## config.mk

```make
export PLATFORM = sky130hd
export DESIGN_NAME = exec_unit
export DESIGN_NICKNAME = d
export VERILOG_FILES = /design/src/rtl/exec_unit.sv
export SDC_FILE = /design/constraint.sdc
export NUM_CORES = 1
export LEC_CHECK = 0
export ABC_AREA = 1
export CORE_MARGIN = 8
export CORE_UTILIZATION = 35
export CTS_CLUSTER_DIAMETER = 30
export DETAILED_ROUTE_END_ITERATION = 10
export HOLD_SLACK_MARGIN = 0.08
export MAX_ROUTING_LAYER = met4
export PLACE_DENSITY_LB_ADDON = 0.12
export RECOVER_POWER = 100
export SLEW_MARGIN = 20
export SYNTH_ARGS = -nofsm -noshare
export SYNTH_HDL_FRONTEND = slang
export SYNTH_SLANG_ARGS = --single-unit
```

## constraint.sdc

```tcl
create_clock -name clk -period 2.7 [get_ports clk]
set_clock_uncertainty 0.1 [all_clocks]
set_input_delay 0.405 -clock clk [delete_from_list [all_inputs] [get_ports clk]]
set_output_delay 0.405 -clock clk [all_outputs]
set_load 0.05 [all_outputs]
```

## src/rtl/exec_unit.sv

```systemverilog
// Execute/write-back stage in front of a small register file: latches one op,
// reads operands through the file's select ports, computes and writes back the result.
module exec_unit #(
    parameter int unsigned DATA_W = 16,
    parameter int unsigned SEL_W  = 2
) (
    input  logic              clk,
    input  logic              reset_ni,
    input  logic              op_valid_i,
    output logic              op_ready_o,
    input  logic [3:0]        op_code_i,
    input  logic [SEL_W-1:0]  rd_i,
    input  logic [SEL_W-1:0]  rs1_i,
    input  logic [SEL_W-1:0]  rs2_i,
    input  logic [DATA_W-1:0] imm_i,
    output logic [SEL_W-1:0]  rf_out1_sel_o,
    output logic [SEL_W-1:0]  rf_out2_sel_o,
    input  logic [DATA_W-1:0] rf_out1_i,
    input  logic [DATA_W-1:0] rf_out2_i,
    output logic [DATA_W-1:0] rf_in_o,
    output logic [SEL_W-1:0]  rf_in_sel_o,
    output logic              rf_in_en_o,
    output logic              done_o,
    output logic              flag_zero_o,
    output logic              flag_carry_o
);

    localparam int unsigned CNT_W = $clog2(DATA_W);
    localparam int unsigned ACC_W = 2 * DATA_W;

    localparam logic [3:0] OP_ADD = 4'd0;
    localparam logic [3:0] OP_SUB = 4'd1;
    localparam logic [3:0] OP_AND = 4'd2;
    localparam logic [3:0] OP_OR  = 4'd3;
    localparam logic [3:0] OP_XOR = 4'd4;
    localparam logic [3:0] OP_SHL = 4'd5;
    localparam logic [3:0] OP_SHR = 4'd6;
    localparam logic [3:0] OP_MUL = 4'd7;
    localparam logic [3:0] OP_LDI = 4'd8;
    localparam logic [3:0] OP_MOV = 4'd9;

    typedef enum logic [1:0] {S_IDLE, S_EXEC, S_MUL, S_WB} state_e;

    state_e              state_q, state_d;
    logic [3:0]          code_q, code_d;
    logic [SEL_W-1:0]    rd_q, rd_d, rs1_q, rs1_d, rs2_q, rs2_d;
    logic [DATA_W-1:0]   imm_q, imm_d, result_q, result_d;
    logic [ACC_W-1:0]    mcand_q, mcand_d, acc_q, acc_d;
    logic [DATA_W-1:0]   mplier_q, mplier_d;
    logic [CNT_W-1:0]    cnt_q, cnt_d;
    logic                en_q, en_d, done_q, done_d, ready_q, ready_d;
    logic                zero_q, zero_d, carry_q, carry_d;

    logic [DATA_W-1:0]   alu_res;
    logic                alu_carry;
    logic [DATA_W:0]     sum;
    logic [ACC_W-1:0]    shl_w, shr_w, acc_next;
    logic [3:0]          shamt;

    // Single-cycle ALU on the operands returned by the file
    always_comb begin
        alu_res   = '0;
        alu_carry = 1'b0;
        shamt     = rf_out2_i[3:0];
        sum       = {1'b0, rf_out1_i} + {1'b0, rf_out2_i};
        shl_w     = ACC_W'(rf_out1_i) << shamt;
        shr_w     = {rf_out1_i, DATA_W'(0)} >> shamt;
        case (code_q)
            OP_ADD: begin alu_res = sum[DATA_W-1:0]; alu_carry = sum[DATA_W]; end
            OP_SUB: begin alu_res = rf_out1_i - rf_out2_i; alu_carry = rf_out1_i < rf_out2_i; end
            OP_AND: alu_res = rf_out1_i & rf_out2_i;
            OP_OR:  alu_res = rf_out1_i | rf_out2_i;
            OP_XOR: alu_res = rf_out1_i ^ rf_out2_i;
            // Bit just past the kept window is the last bit shifted out; zero when shamt==0
            OP_SHL: begin alu_res = shl_w[DATA_W-1:0]; alu_carry = shl_w[DATA_W]; end
            OP_SHR: begin alu_res = shr_w[ACC_W-1:DATA_W]; alu_carry = shr_w[DATA_W-1]; end
            OP_LDI: alu_res = imm_q;
            OP_MOV: alu_res = rf_out1_i;
            default: alu_res = '0;
        endcase
    end

    assign acc_next = acc_q + (mplier_q[0] ? mcand_q : ACC_W'(0));

    // Next-state and output logic
    always_comb begin
        state_d  = state_q;
        code_d   = code_q;
        rd_d     = rd_q;
        rs1_d    = rs1_q;
        rs2_d    = rs2_q;
        imm_d    = imm_q;
        result_d = result_q;
        mcand_d  = mcand_q;
        mplier_d = mplier_q;
        acc_d    = acc_q;
        cnt_d    = cnt_q;
        zero_d   = zero_q;
        carry_d  = carry_q;
        en_d     = 1'b0;
        done_d   = 1'b0;
        case (state_q)
            S_IDLE: begin
                if (op_valid_i && ready_q) begin
                    code_d  = op_code_i;
                    rd_d    = rd_i;
                    rs1_d   = rs1_i;
                    rs2_d   = rs2_i;
                    imm_d   = imm_i;
                    state_d = S_EXEC;
                end
            end
            S_EXEC: begin
                if (code_q == OP_MUL) begin
                    mcand_d  = ACC_W'(rf_out1_i);
                    mplier_d = rf_out2_i;
                    acc_d    = '0;
                    cnt_d    = '0;
                    state_d  = S_MUL;
                end else begin
                    state_d = S_WB;
                    done_d  = 1'b1;
                    // Undefined opcodes retire without writing or touching flags
                    if (code_q <= OP_MOV) begin
                        result_d = alu_res;
                        en_d     = 1'b1;
                        zero_d   = (alu_res == '0);
                        carry_d  = alu_carry;
                    end
                end
            end
            S_MUL: begin
                acc_d    = acc_next;
                mcand_d  = mcand_q << 1;
                mplier_d = mplier_q >> 1;
                cnt_d    = cnt_q + CNT_W'(1);
                if (cnt_q == CNT_W'(DATA_W - 1)) begin
                    state_d  = S_WB;
                    result_d = acc_next[DATA_W-1:0];
                    en_d     = 1'b1;
                    done_d   = 1'b1;
                    zero_d   = (acc_next[DATA_W-1:0] == '0);
                    carry_d  = |acc_next[ACC_W-1:DATA_W];
                end
            end
            S_WB:    state_d = S_IDLE;
            default: state_d = S_IDLE;
        endcase
        ready_d = (state_d == S_IDLE);
    end

    always_ff @(posedge clk or negedge reset_ni) begin
        if (!reset_ni) begin
            state_q  <= S_IDLE;
            code_q   <= '0;
            rd_q     <= '0;
            rs1_q    <= '0;
            rs2_q    <= '0;
            imm_q    <= '0;
            result_q <= '0;
            mcand_q  <= '0;
            mplier_q <= '0;
            acc_q    <= '0;
            cnt_q    <= '0;
            en_q     <= 1'b0;
            done_q   <= 1'b0;
            ready_q  <= 1'b1;
            zero_q   <= 1'b0;
            carry_q  <= 1'b0;
        end else begin
            state_q  <= state_d;
            code_q   <= code_d;
            rd_q     <= rd_d;
            rs1_q    <= rs1_d;
            rs2_q    <= rs2_d;
            imm_q    <= imm_d;
            result_q <= result_d;
            mcand_q  <= mcand_d;
            mplier_q <= mplier_d;
            acc_q    <= acc_d;
            cnt_q    <= cnt_d;
            en_q     <= en_d;
            done_q   <= done_d;
            ready_q  <= ready_d;
            zero_q   <= zero_d;
            carry_q  <= carry_d;
        end
    end

    assign op_ready_o    = ready_q;
    assign rf_out1_sel_o = rs1_q;
    assign rf_out2_sel_o = rs2_q;
    assign rf_in_o       = result_q;
    assign rf_in_sel_o   = rd_q;
    assign rf_in_en_o    = en_q;
    assign done_o        = done_q;
    assign flag_zero_o   = zero_q;
    assign flag_carry_o  = carry_q;

endmodule

```

Yosys cells after proc, flatten, opt, wreduce, memory -nomap -nowiden. Index checks and enable logic that the tools add are counted.

$mul: 0. Order comparisons: 2. Add/subtract/negate cells: 4. Reductions and logical operators: 11. Bitwise gates (word level): 3. Divide/modulo/power cells: 0. Shift operators: 2. Equal/unequal tests: 17. Mux-type cells: 33.

Operators by type and width (number): case mux 16 bit (9 select lines) (1); case mux 32 bit (2 select lines) (2); 2-to-1 mux 32 bit (3); 2-to-1 mux 16 bit (4); case mux 16 bit (2 select lines) (2); adder 32 bit (1); zero test 16 bit (2); >> shifter 32 x 4 -> 32 bit (1); adder 16 x 16 -> 17 bit (1); << shifter 16 x 4 -> 17 bit (1); AND 16 bit (1); == test 4 x 3 -> 1 bit (second input constant) (4); less-than comparator 16 bit (1); bitwise OR 16 bit (1); OR reduction 16 bit (1); subtractor 16 bit (1); bitwise XOR 16 bit (1); == test 4 bit (second input constant) (3); 2-to-1 mux 1 bit (11); == test 4 x 2 -> 1 bit (second input constant) (2); != test 2 bit (second input constant) (4); case mux 1 bit (2 select lines) (4); case mux 2 bit (4 select lines) (1); case mux 4 bit (2 select lines) (1); other kinds (14) (18).

Flip-flop bits (word level): 133. Bits in latches: 0. Memory bits (read-only): 0. Memories: 0. Output and inout port bits: 27. Input bits: 61. Logic and storage cells: 88. Memory bits (writable): 0.

Logic depth before layout (Yosys ltp).
Word-level depth: 6. Gate-level depth with buffers: 22. Mapped depth without buffers: 20.

Worst setup path after synthesis. Ideal clock, no wire load.

Path type: register to register. Start: reg mplier_q[0]. End: reg carry_q (netlist: flag_carry_o). Stages on the path, launching flop included: 23. Slack: 0.032 ns. Buffers on the path: 2. Required time: 2.482 ns. Data arrival time: 2.451 ns. Path through: dfrtp_1 -> clkbuf_1 -> clkbuf_1 -> nand2_1 -> inv_1 -> ha_1 -> fa_1 -> nand3_1 -> nand2_1 -> nand2_1 -> nand2_1 -> nand2_1 -> nand3_1 -> nand2_1 -> nand2_1 -> nand2_1 -> nand2_1 -> nor2_1 -> nand2_1 -> nor2_1 -> nand3_1 -> nand2_1 -> nand2_1.

Cells in the longest elaborated chain, start to end: 5.

Ends and longest elaborated chain: start: declaration (RTL line 49) `logic [DATA_W-1:0] mplier_q, mplier_d;`; start signal: assignment (RTL line 179) `mplier_q <= mplier_d;`; 2-to-1 mux 32 bit (RTL line 83) `assign acc_next = acc_q + (mplier_q[0] ? mcand_q : ACC_W'(0));`; adder 32 bit (RTL line 83); OR reduction 16 bit (RTL line 143) `carry_d = |acc_next[ACC_W-1:DATA_W];`; 2-to-1 mux 1 bit (RTL line 137) `if (cnt_q == CNT_W'(DATA_W - 1)) begin`; case mux 1 bit (2 select lines) (RTL line 102) `case (state_q)`; end signal: assignment (RTL line 186) `carry_q <= carry_d;`; end: declaration (RTL line 52) `logic zero_q, zero_d, carry_q, carry_d;`.

No other way between the ends. The select of a mux whose other input is x is not followed. A chain may end at the register's enable or synchronous reset.

Worst setup path in the final report. Ends and elaborated chain as after synthesis.

==> metrics.log <==
INFO  metric route.detailed.vias_per_inst = 5.02
INFO  metric area_overhead_of_the_layout_relative_to_synthesis = 38.3%
INFO  metric worst_skew_pair.late_latency = 450 ps
INFO  metric syn_area = 12300 µm²
INFO  metric rsz0062_at_grt = yes
INFO  metric cts_num_sinks = 133
INFO  metric buffer_depth_of_the_longest_clock_path = 2
INFO  metric floorplan.die.width = about 200 µm
INFO  metric detail_route.wirelength = a little over 50000 µm
INFO  metric vdd_drop_max = 677 µV
INFO  metric ys_top_cells_by_area = sky130_fd_sc_hd__dfrtp_1 27%, sky130_fd_sc_hd__nand2_1 18%, sky130_fd_sc_hd__nand3_1 9.5%
INFO  metric finish.net_count = approximately 2400
INFO  metric layout-drive-gt1-share = 0.228
INFO  metric pre_cts_ws = -619 ps
INFO  metric grt-ovfl-total = 0
INFO  metric setup_violations = 2
INFO  metric critical-path-max-stage-delay = 470 ps
INFO  metric synth_edf_count = 0
INFO  metric async_flop_share = 1.00
INFO  metric critical_path.cell_chain = buf_12, nand2_1, inv_1, ha_4, clkbuf_4, nand2_1, nor2_2, inv_1, nor3_1, nand2_2, nand3b_1, nand2_2, nor2_1, nand2_1, nor2_2, nand3_2, nand2_1, nand2_1
INFO  metric worst_ep_arrival_time = 3060 ps
INFO  metric crit_path_max_fanout = 24
INFO  metric synthesis.yosys.warnings = 0
INFO  metric largest_net_degree_at_the_start_of_global_routing = 63
INFO  metric gpl.final_weighted_congestion = 0.960
INFO  metric timing.final.crit_period = around 2800 ps
INFO  metric cts-root-buf = sky130_fd_sc_hd__clkbuf_16
INFO  metric fill_cells = around 3600
INFO  metric drt.antenna.violating_nets = 0
INFO  metric post-route-period-util = 1.04
INFO  metric grtUsageTotal = 0.254
INFO  metric dieArea = around 41000 µm²
INFO  metric synth_common_cells = 590 x sky130_fd_sc_hd__nand2_1, 265 x sky130_fd_sc_hd__inv_1, 233 x sky130_fd_sc_hd__nand3_1, 182 x sky130_fd_sc_hd__nor2_1, 132 x sky130_fd_sc_hd__dfrtp_1
INFO  metric global_route_wire_length_before_repair = between 70000 and 80000 µm
INFO  metric timing.hold.ws = 375 ps
INFO  metric drc = 0
INFO  metric synth_fp_nets = 2094
INFO  metric detail_route.first_pass.iterations = 6
INFO  metric dpl-instance-area = 15700 µm²
INFO  metric synthesized_flop_and_latch_total = around 130
INFO  metric top_level_port_count = 88
INFO  metric endpoint_kind = flip-flop
INFO  metric worstHoldPathType = in2reg
INFO  metric final_hold_viol_count = 0
INFO  metric maxCapViolations = 1
INFO  metric drt-initial-drc-count = between 900 and 1000
INFO  metric synthCells = roughly 1900
INFO  metric core_area = around 35000 µm²
INFO  metric synth_top_area_frac = 0.269
INFO  metric post_dp_hpwl = slightly above 40000 µm
INFO  metric synth.distinct_cells = 46
INFO  metric clkSlewWorstSetupHoldPaths = 60 ps
INFO  metric synth_top_cell_by_area = sky130_fd_sc_hd__dfrtp_1
INFO  metric maxSlewHeadroom = -0.347
INFO  metric syn_avg_cell_area = 6.32 µm²
INFO  metric finish.instance_area = between 15000 and 20000 µm²
INFO  metric max_freq = 0.355 GHz
INFO  metric htree_num_levels = 4
INFO  metric post-place-cells = around 2700
INFO  metric crit_path_top_delay_cell = sky130_fd_sc_hd__dfrtp_2
INFO  metric via_count = between 10000 and 15000
INFO  metric finalMaxSlewViolations = 36
INFO  metric yosysMostFrequentCell = sky130_fd_sc_hd__nand2_1
INFO  metric tritoncts_clock_tree = built
INFO  metric power_per_cell_area = 717 nW/µm²
INFO  metric first_global_vias = 13955
INFO  metric antenna_found_initial = 0
INFO  metric power.static_leakage = approximately 8.7 nW
INFO  metric critical_path_class = reg2reg
INFO  metric antenna-diode-count = 0
INFO  metric status = finished, violations left
INFO  metric critPathMostFrequentCell = sky130_fd_sc_hd__nand2_1
INFO  metric setup_slack = -119 ps
INFO  metric cts_inserted_buffers = 17
INFO  metric start_util = 0.356
INFO  metric die_y = approximately 200 µm
INFO  metric violations_in_the_final_reports = capacitance limit, slew limit, setup timing
INFO  metric instances_no_fill = around 2700
INFO  metric synth-seq-area-share = 0.271
INFO  metric buffer_ports.inserted = just under 90
INFO  metric wp_data_required = just under 3000 ps
INFO  metric yosys_most_used_dff = sky130_fd_sc_hd__dfrtp_1
INFO  metric timing_worst_slew_pin_value = 2020 ps
INFO  metric critical_path_start_type = flip-flop
INFO  metric wire_per_inst = about 19 µm
INFO  metric placement_rows = about 70
[per-layer routing]
metal / up-vias / track usage / wire length (µm)
met4: 0 / 0.0699 / 1030
li1: 6954 / - / -
met1: 6436 / 0.327 / 23900
met2: 342 / 0.409 / 23600
met5: - / - / 0
met3: 56 / 0.0425 / 2460
[state kept, by name, summed over array words and instances (netlist names)]
name and count:
flag_zero_o 1, state_q 2, rf_in_sel_o 2, flag_carry_o 1
cnt_q 4, rf_in_en_o 1, imm_q 16, mplier_q 16
rf_out2_sel_o 2, op_ready_o 1, done_o 1, rf_in_o 16
acc_q 32, mcand_q 32, rf_out1_sel_o 2, code_q 4
[cells by family after synthesis]
| family | synth area share |
|---|---|
| AND/OR/NAND/NOR | 0.367 |
| adder cells (fa/ha/maj) | 0.0915 |
| AO/OA/AOI/OAI | 0.127 |
| multiplexers | 0.0191 |
| flip-flops | 0.271 |
| XOR/XNOR | 0.0121 |
| buffers and inverters | 0.113 |
[area by class of cell]
class | instances | area, µm² | share of cell area
Inverter | 274 | 1030 | 0.0606
Multi-Input combinational cell | 1469 | 8290 | 0.488
Timing Repair Buffer | 387 | 3170 | 0.187
Clock buffer | 21 | 470 | 0.0277
Tap cell | 455 | 569 | 0.0335
Clock inverter | 10 | 121 | 0.00715
Sequential cell | 133 | 3330 | 0.196
[where the power goes]
group | total (W) | internal (W) | switching (W)
logic | 0.00661 | 0.00233 | 0.00427
clock network | 0.00241 | 0.00143 | 0.000981
registers | 0.00316 | 0.00270 | 0.000460
total | 0.0122 | 0.00647 | 0.00571
[critical path, delay by kind of cell, from the launching register on]
kind	cells	cell delay, ps
flops	1	470
fa+ha+maj	1	300
buf+inv	4	470
simple gates	13	1340
[what timing repair did]
action,4_1_cts,5_1_grt
hold buffers,1,0
setup endpoints to repair,25,29
gates resized for setup,86,87
pin swaps,8,6
setup buffers,5,0
endpoints found under the hold margin,31,0
[path summary, 6_finish.rpt]
kind	start	endpoint	slack, ps	cells after the start
max	mplier_q[0]	flag_carry_o	-120	18
min	rf_out1_i[0]	mcand_q[0]	370	4
max reg2reg	mplier_q[0]	flag_carry_o	-120	18
min reg2reg	rf_in_o[1]	rf_in_o[1]	380	2
max in group asynchronous	reset_ni	op_ready_o	220	3
min in group asynchronous	reset_ni	acc_q[4]	980	2
[cells in the final DEF, fill, tap and decap left out, types with 53 or more instances in the layout]
cell / instances
sky130_fd_sc_hd__nand3_1: 225
sky130_fd_sc_hd__clkdlybuf4s50_1: 56
sky130_fd_sc_hd__nand2_1: 568
sky130_fd_sc_hd__a21oi_1: 56
sky130_fd_sc_hd__buf_4: 281
sky130_fd_sc_hd__dfrtp_1: 131
sky130_fd_sc_hd__o21ai_0: 67
sky130_fd_sc_hd__inv_1: 262
sky130_fd_sc_hd__nor2_1: 161
sky130_fd_sc_hd__ha_1: 53
[through the flow]
stage / utilization / TNS (ps) / power (W)
after global placement: 0.454 / -6420 / 0.00971
after global routing: 0.492 / -10540 / 0.0130
after floorplan: - / 0 / 0.00699
after detailed placement: 0.454 / -6800 / 0.00977
final: 0.492 / -120 / 0.0122
after CTS: 0.485 / -118 / 0.0124
Note: power is estimated with default switching activity, not from simulation.
